## config.mk

```make
export PLATFORM = sky130hd
export DESIGN_NAME = boid_frame_writer
export DESIGN_NICKNAME = d
export VERILOG_FILES = /design/src/rtl/boid_frame_writer.sv
export SDC_FILE = /design/constraint.sdc
export NUM_CORES = 1
export LEC_CHECK = 0
export CORE_MARGIN = 5
export CORE_UTILIZATION = 56
export DETAILED_ROUTE_END_ITERATION = 10
export PLACE_DENSITY = 0.86
export SYNTH_ARGS = -nofsm -noshare
export SYNTH_HDL_FRONTEND = slang
export SYNTH_SLANG_ARGS = --single-unit
```

## constraint.sdc

```tcl
create_clock -name clock -period 10.1 [get_ports clock]
set_clock_uncertainty 0.1 [all_clocks]
set_input_delay 2.02 -clock clock [delete_from_list [all_inputs] [get_ports clock]]
set_output_delay 2.02 -clock clock [all_outputs]
set_load 0.02 [all_outputs]
```

## src/rtl/boid_frame_writer.sv

```systemverilog
// boid_frame_writer: per-frame sequencer that swaps the display bank and then draws each boid
// as a clipped BOID_SIZE x BOID_SIZE square into the 1bpp display RAM.
module boid_frame_writer #(
  parameter int MAX_BOIDS           = 4,
  parameter int BITS_FOR_BOIDS      = $clog2(MAX_BOIDS),
  parameter int BOID_SIZE           = 2,
  parameter int VIDEO_WIDTH         = 640,
  parameter int VIDEO_HEIGHT        = 480,
  parameter int PIXEL_ADDRESS_WIDTH = 19
) (
  input  logic                           clock,
  input  logic                           reset,
  input  logic                           screen_end,
  input  logic [9:0]                     x_loc,
  input  logic [8:0]                     y_loc,
  output logic [BITS_FOR_BOIDS-1:0]      boid_sel,
  output logic                           fb_we,
  output logic [PIXEL_ADDRESS_WIDTH-1:0] fb_addr,
  output logic                           fb_data,
  output logic                           fb_swap,
  output logic                           busy,
  output logic                           overrun,
  output logic [15:0]                    frame_count
);
  typedef enum logic [1:0] {IDLE, SWAP, LOAD, DRAW} state_t;
  state_t state_q, state_d;
  logic [BITS_FOR_BOIDS-1:0] boid_sel_q, boid_sel_d;
  logic [9:0] bx_q, bx_d;
  logic [8:0] by_q, by_d;
  logic [2:0] dx_q, dx_d, dy_q, dy_d;
  logic overrun_q, overrun_d;
  logic [15:0] frame_count_q, frame_count_d;
  logic [10:0] px;
  logic [9:0] py;
  logic row_end, last_px, last_boid;
  always_comb begin
    px = 11'(bx_q) + 11'(dx_q);
    py = 10'(by_q) + 10'(dy_q);
    row_end = dx_q == 3'(BOID_SIZE - 1);
    last_px = row_end && dy_q == 3'(BOID_SIZE - 1);
    last_boid = boid_sel_q == BITS_FOR_BOIDS'(MAX_BOIDS - 1);
    state_d = state_q;
    boid_sel_d = boid_sel_q;
    bx_d = bx_q;
    by_d = by_q;
    dx_d = dx_q;
    dy_d = dy_q;
    // a pulse that arrives while drawing (including the final DRAW cycle) is dropped
    overrun_d = overrun_q | (screen_end && state_q != IDLE);
    frame_count_d = frame_count_q;
    case (state_q)
      IDLE: begin
        state_d = screen_end ? SWAP : IDLE;
        boid_sel_d = screen_end ? '0 : boid_sel_q;
      end
      SWAP: state_d = LOAD;
      LOAD: begin
        bx_d = x_loc;
        by_d = y_loc;
        dx_d = '0;
        dy_d = '0;
        state_d = DRAW;
      end
      DRAW: begin
        dx_d = row_end ? 3'd0 : dx_q + 3'd1;
        dy_d = row_end ? dy_q + 3'd1 : dy_q;
        state_d = !last_px ? DRAW : last_boid ? IDLE : LOAD;
        boid_sel_d = (last_px && !last_boid) ? boid_sel_q + 1'b1 : boid_sel_q;
        frame_count_d = frame_count_q + 16'(last_px && last_boid);
      end
      default: state_d = IDLE;
    endcase
  end
  always_ff @(posedge clock) begin
    if (reset) begin
      state_q <= IDLE;
      boid_sel_q <= '0;
      bx_q <= '0;
      by_q <= '0;
      dx_q <= '0;
      dy_q <= '0;
      overrun_q <= 1'b0;
      frame_count_q <= '0;
    end else begin
      state_q <= state_d;
      boid_sel_q <= boid_sel_d;
      bx_q <= bx_d;
      by_q <= by_d;
      dx_q <= dx_d;
      dy_q <= dy_d;
      overrun_q <= overrun_d;
      frame_count_q <= frame_count_d;
    end
  end
  // y*640 as (y<<9)+(y<<7), then x added
  assign fb_addr = state_q == DRAW
    ? PIXEL_ADDRESS_WIDTH'((21'(py) << 9) + (21'(py) << 7) + 21'(px)) : '0;
  assign fb_we = state_q == DRAW && px < 11'(VIDEO_WIDTH) && py < 10'(VIDEO_HEIGHT);
  assign fb_data = 1'b1;
  assign fb_swap = state_q == SWAP;
  assign busy = state_q != IDLE;
  assign boid_sel = boid_sel_q;
  assign overrun = overrun_q;
  assign frame_count = frame_count_q;
endmodule

```

== Word-level counts from Yosys, hierarchy flattened ==
Index checks and enable logic that the tools add are counted.
Cells by class
  add/sub/neg operators: 8
  magnitude comparators: 2
  eq/ne operators: 9
  mux-type cells: 12
  bitwise logic cells: 1
  reduce and logical (&&, ||, !) cells: 13
Operators by type and width (number)
  19-bit by 11-bit adder with 19-bit output: 1
  19-bit by 17-bit adder with 19-bit output: 1
  19-bit two-way mux: 1
  16-bit by 1-bit adder with 16-bit output: 1
  3-bit case mux with 2 select lines: 2
  10-bit by 3-bit adder with 11-bit output: 1
  11-bit by 10-bit less-than comparator with 1-bit output (second input constant): 1
  9-bit by 3-bit adder with 10-bit output: 1
  10-bit by 9-bit less-than comparator with 1-bit output (second input constant): 1
  2-bit two-way mux: 4
  2-bit case mux with 4 select lines: 1
  3-bit by 1-bit adder with 3-bit output (second input constant): 2
  2-bit equality test (second input constant): 3
  3-bit by 1-bit equality test with 1-bit output (second input constant): 2
  1-bit logical AND: 6
  3-bit two-way mux: 2
  2-bit inequality test (second input constant): 3
  2-bit nonzero test: 3
  2-bit case mux with 2 select lines: 1
  3-bit AND reduction: 1
  2-bit by 1-bit adder with 2-bit output (second input constant): 1
  2-bit by 1-bit equality test with 1-bit output (second input constant): 1
  2-bit zero test: 1
  2-bit AND reduction: 1
  other kinds (3): 3
Word-level totals
  register bits: 46
  output and inout bits: 42

== Depth between registers and ports, before layout ==
  depth after elaboration: 5
  depth in mapped cells: 14
  gate-level depth less buffers: 14

== Worst setup path before layout ==
No wires, ideal clock.
  path kind: register to output
  start point: register dx_q[1]
  end point: output fb_addr[16]
  data arrival time: 3276 ps
  setup slack: 4704 ps
  stages on the path, launching flop included: 13
  buffers on the path: 0
  cells stage by stage: dfxtp_1 -> ha_1 -> a21o_1 -> a21oi_2 -> nor2_1 -> xnor2_1 -> fa_1 -> fa_1 -> nand2b_1 -> a21o_1 -> and2_1 -> o21ai_1 -> mux2i_1
On the way
  cells in the longest elaborated chain, start to end: 3
RTL lines
  from (decl): line 30  | logic [2:0] dx_q, dx_d, dy_q, dy_d;
  from (signal assigned): line 80  | dx_q <= '0;
  from (signal assigned): line 89  | dx_q <= dx_d;
  10-bit by 3-bit adder with 11-bit output: line 37  | px = 11'(bx_q) + 11'(dx_q);
  19-bit by 11-bit adder with 19-bit output: line 97  | ? PIXEL_ADDRESS_WIDTH'((21'(py) << 9) + (21'(py) << 7) + 21'(px)) : '0;
  19-bit two-way mux: line 97
  to (decl): line 18  | output logic [PIXEL_ADDRESS_WIDTH-1:0] fb_addr,
No other way between the ends.

== Final worst setup path ==
  start point: register dx_q[1]
  end point: output fb_addr[17]
The elaborated chain is that of the path after synthesis.

==> results.toml <==
[timing]
timing.final.crit_share_pct = 64.1
finalHoldViolCount = 0
drv_slew = 0
slew_headroom_pct = 53.7
tns_ns = 0
rsz0062_at_grt = "no"
worst_pin_slew_ns = 0.692
timing.hold.ws_ns = 0.365
setup_viol = 0
fin_crit_ns = 6.48
fin_ws_ns = 3.62
max_freq_ghz = 0.154

[synth]
post-synth-top-area-cell = "dfxtp_1"
synth_warnings = 0
synth_nets = 450
syn_area_per_cell_sq_um = 7.89
ys_seq_elements = 46
synth_common_cells = "nand2_1, nor2_1, dfxtp_1"
synthArstFlopShare_pct = 0
synth_flop_cell = "dfxtp_1"
syn-cell-area_sq_mm = 0.00311
ys_seq_area_share_pct = 29.6
ys_types = 52
synth_most_common_cell = "nand2_1"
synth_area_leaders = "dfxtp_1, ha_1, nand2_1, nor2_1, xor2_1"
synth_enable_flop_cells = 0
synthCells = 394
synth_top_area_share_pct = 29.6

[clock_tree]
path_clk_slew_ns = 0.09
cts_root_buf = "clkbuf_8"
cts_buffer_depth = 2
post_cts_buffers = 0
insertion_delay_ns = 0.30
clock_sinks = 46
postCtsHoldBufs = 0
cts_resized = 0
numCtsBuffers = 5
h-tree-depth = 2
tritoncts = "yes"

[setup_path]
ff2ff_setup_slack_ns = 7.63
slowest_stage = "clkdlybuf4s50_1"
worstPathArrival_ns = 4.36
end_kind = "output pin"
crit_type = "flop to output pin"
slowest_delay_ns = 0.62
cp-start-kind = "flop"
worstReg2RegStart = "dx_q[1]"
cp_cell_sequence = "ha_1, a21o_1, a21oi_2, nor2_1, xnor2_1, fa_1, inv_1, ha_1, a211oi_1, o21bai_1, a221oi_1, xor2_1, nor2_1, clkdlybuf4s50_1"
endpoint = "fb_addr[17]"
crit_start = "dx_q[1]"
reg2reg_to = "frame_count[12]"
crit_required_ns = 7.98
worstPathMaxFanout = 6
rr_worst_depth = 9

[run]
drv_cap = 0

[place]
post-place-ws_ns = 3.94
port_buffers = 62
place.gp.congestion = 0.834
dp_hpwl_mm = 5.34
place_inst = 515

[routing]
vias_per_cell = 5.46
drc = 0
drt-initial-drc-count = 143
vias = 2853
dr.pass1.iters = 4
totalWireLength_mm = 7.12
ant_nets = 0
wire_per_inst_um = 13.6

[worst_hold_path]
hp-class = "flop to flop"
whs_path_depth = 2

[global_routing]
antenna_found_initial = 0
grt_max_degree = 47
grt_pass1_vias = 2800
grt_pass1_wl_mm = 12.0
grt_usage_pct = 20.1
grt-ovfl-total = 0

[floorplan]
dieArea_sq_mm = 0.00714
start_util_pct = 57.1
core_sq_mm = 0.00544
rows = 27
die_w_um = 84.5
die_h_um = 84.5
ios = 64

[run_status]
status = "finished, final reports clean"

[final_layout]
drive_gt1_share_pct = 4.21
n_antenna_cell = 0
fin_cells = 523
layout.nets = 506
post-route-util_pct = 71.2
area_delta_synth_final_pct = 24.7

[power_and_ir_drop]
power_leakage_nw = 1.58
vdd_drop_max_mv = 0.0934
powerDensity_mw_per_mm2 = 101
==> critical path: cells and delay by family, from the launching register on <==
family,cells,cell delay [ns]
DFF,1,0.44
AOI/OAI and AO/OA,5,1.31
and+or+nand+nor,2,0.20
buffers and inverters,2,0.68
adders and majority gates,3,1.14
xor gates and xnor gates,2,0.28
==> placed cells by master (no fill, tap or decap), drive strengths merged, types with 7 or more instances in the layout <==
| master | n |
|---|---|
| a21oi | 38 |
| and3 | 9 |
| clkdlybuf4s50 | 62 |
| dfxtp | 46 |
| ha | 29 |
| inv | 15 |
| nand2 | 76 |
| nand2b | 7 |
| nand4 | 8 |
| nor2 | 52 |
| o21ai | 8 |
| xnor2 | 13 |
| xor2 | 22 |
==> worst min-delay path by stage <==
stage	from	endpoint	slack (ns)
6_report	bx_q[0]	bx_q[0]	0.36
5_1_grt	bx_q[0]	bx_q[0]	0.40
4_1_cts	bx_q[0]	bx_q[0]	0.37
3_5_place_dp	bx_q[0]	bx_q[0]	0.35
3_3_place_gp	overrun	overrun	0.35
2_1_floorplan	bx_q[0]	bx_q[0]	0.34
==> sequential cells by signal, summed over array words and instances (netlist names) <==
signal and cells:
by_q 9, dx_q 3, state_q 2, dy_q 3, frame_count 16, bx_q 10
boid_sel 2, overrun 1
==> metal layers <==
layer	global-route usage, %	vias up	routed length (um)
met4	6.33	0	106
met1	24.9	1322	3130
li1	-	1446	-
met2	35.2	76	3500
met3	3.53	9	381
met5	0	-	0
==> final cells by class <==
class / count / area (sq um)
clock buffers: 5 / 68.8
clock inverters: 3 / 45.0
fillers: 446 / 1560
inverters: 15 / 56.3
multi-input cells: 318 / 2060
flip-flops and latches: 46 / 921
well taps: 72 / 90.1
repair buffers: 64 / 636
==> kinds of logic after synthesis <==
logic type	after synthesis	synth area share, %
multiplexers	4	1.33
flip-flops	46	29.6
other	1	0.121
adder cells (fa/ha/maj)	34	14.9
buffers and inverters	30	4.11
XOR/XNOR	35	9.87
AO/OA/AOI/OAI	68	13.2
AND/OR/NAND/NOR	176	26.9
==> stage by stage <==
stage / area, sq um / total power, mW
2_1_floorplan: 3110 / 0.234
5_1_grt: 3870 / 0.409
4_1_cts: 3870 / 0.392
6_report: 3870 / 0.390
3_5_place_dp: 3760 / 0.255
3_3_place_gp: 3760 / 0.253
==> power breakdown <==
group / internal [mW] / switching, mW
Sequential: 0.187 / 0.00813
Clock: 0.0736 / 0.0649
Combinational: 0.0259 / 0.0307
Total: 0.286 / 0.104
Power figures use the tool's default switching activity.
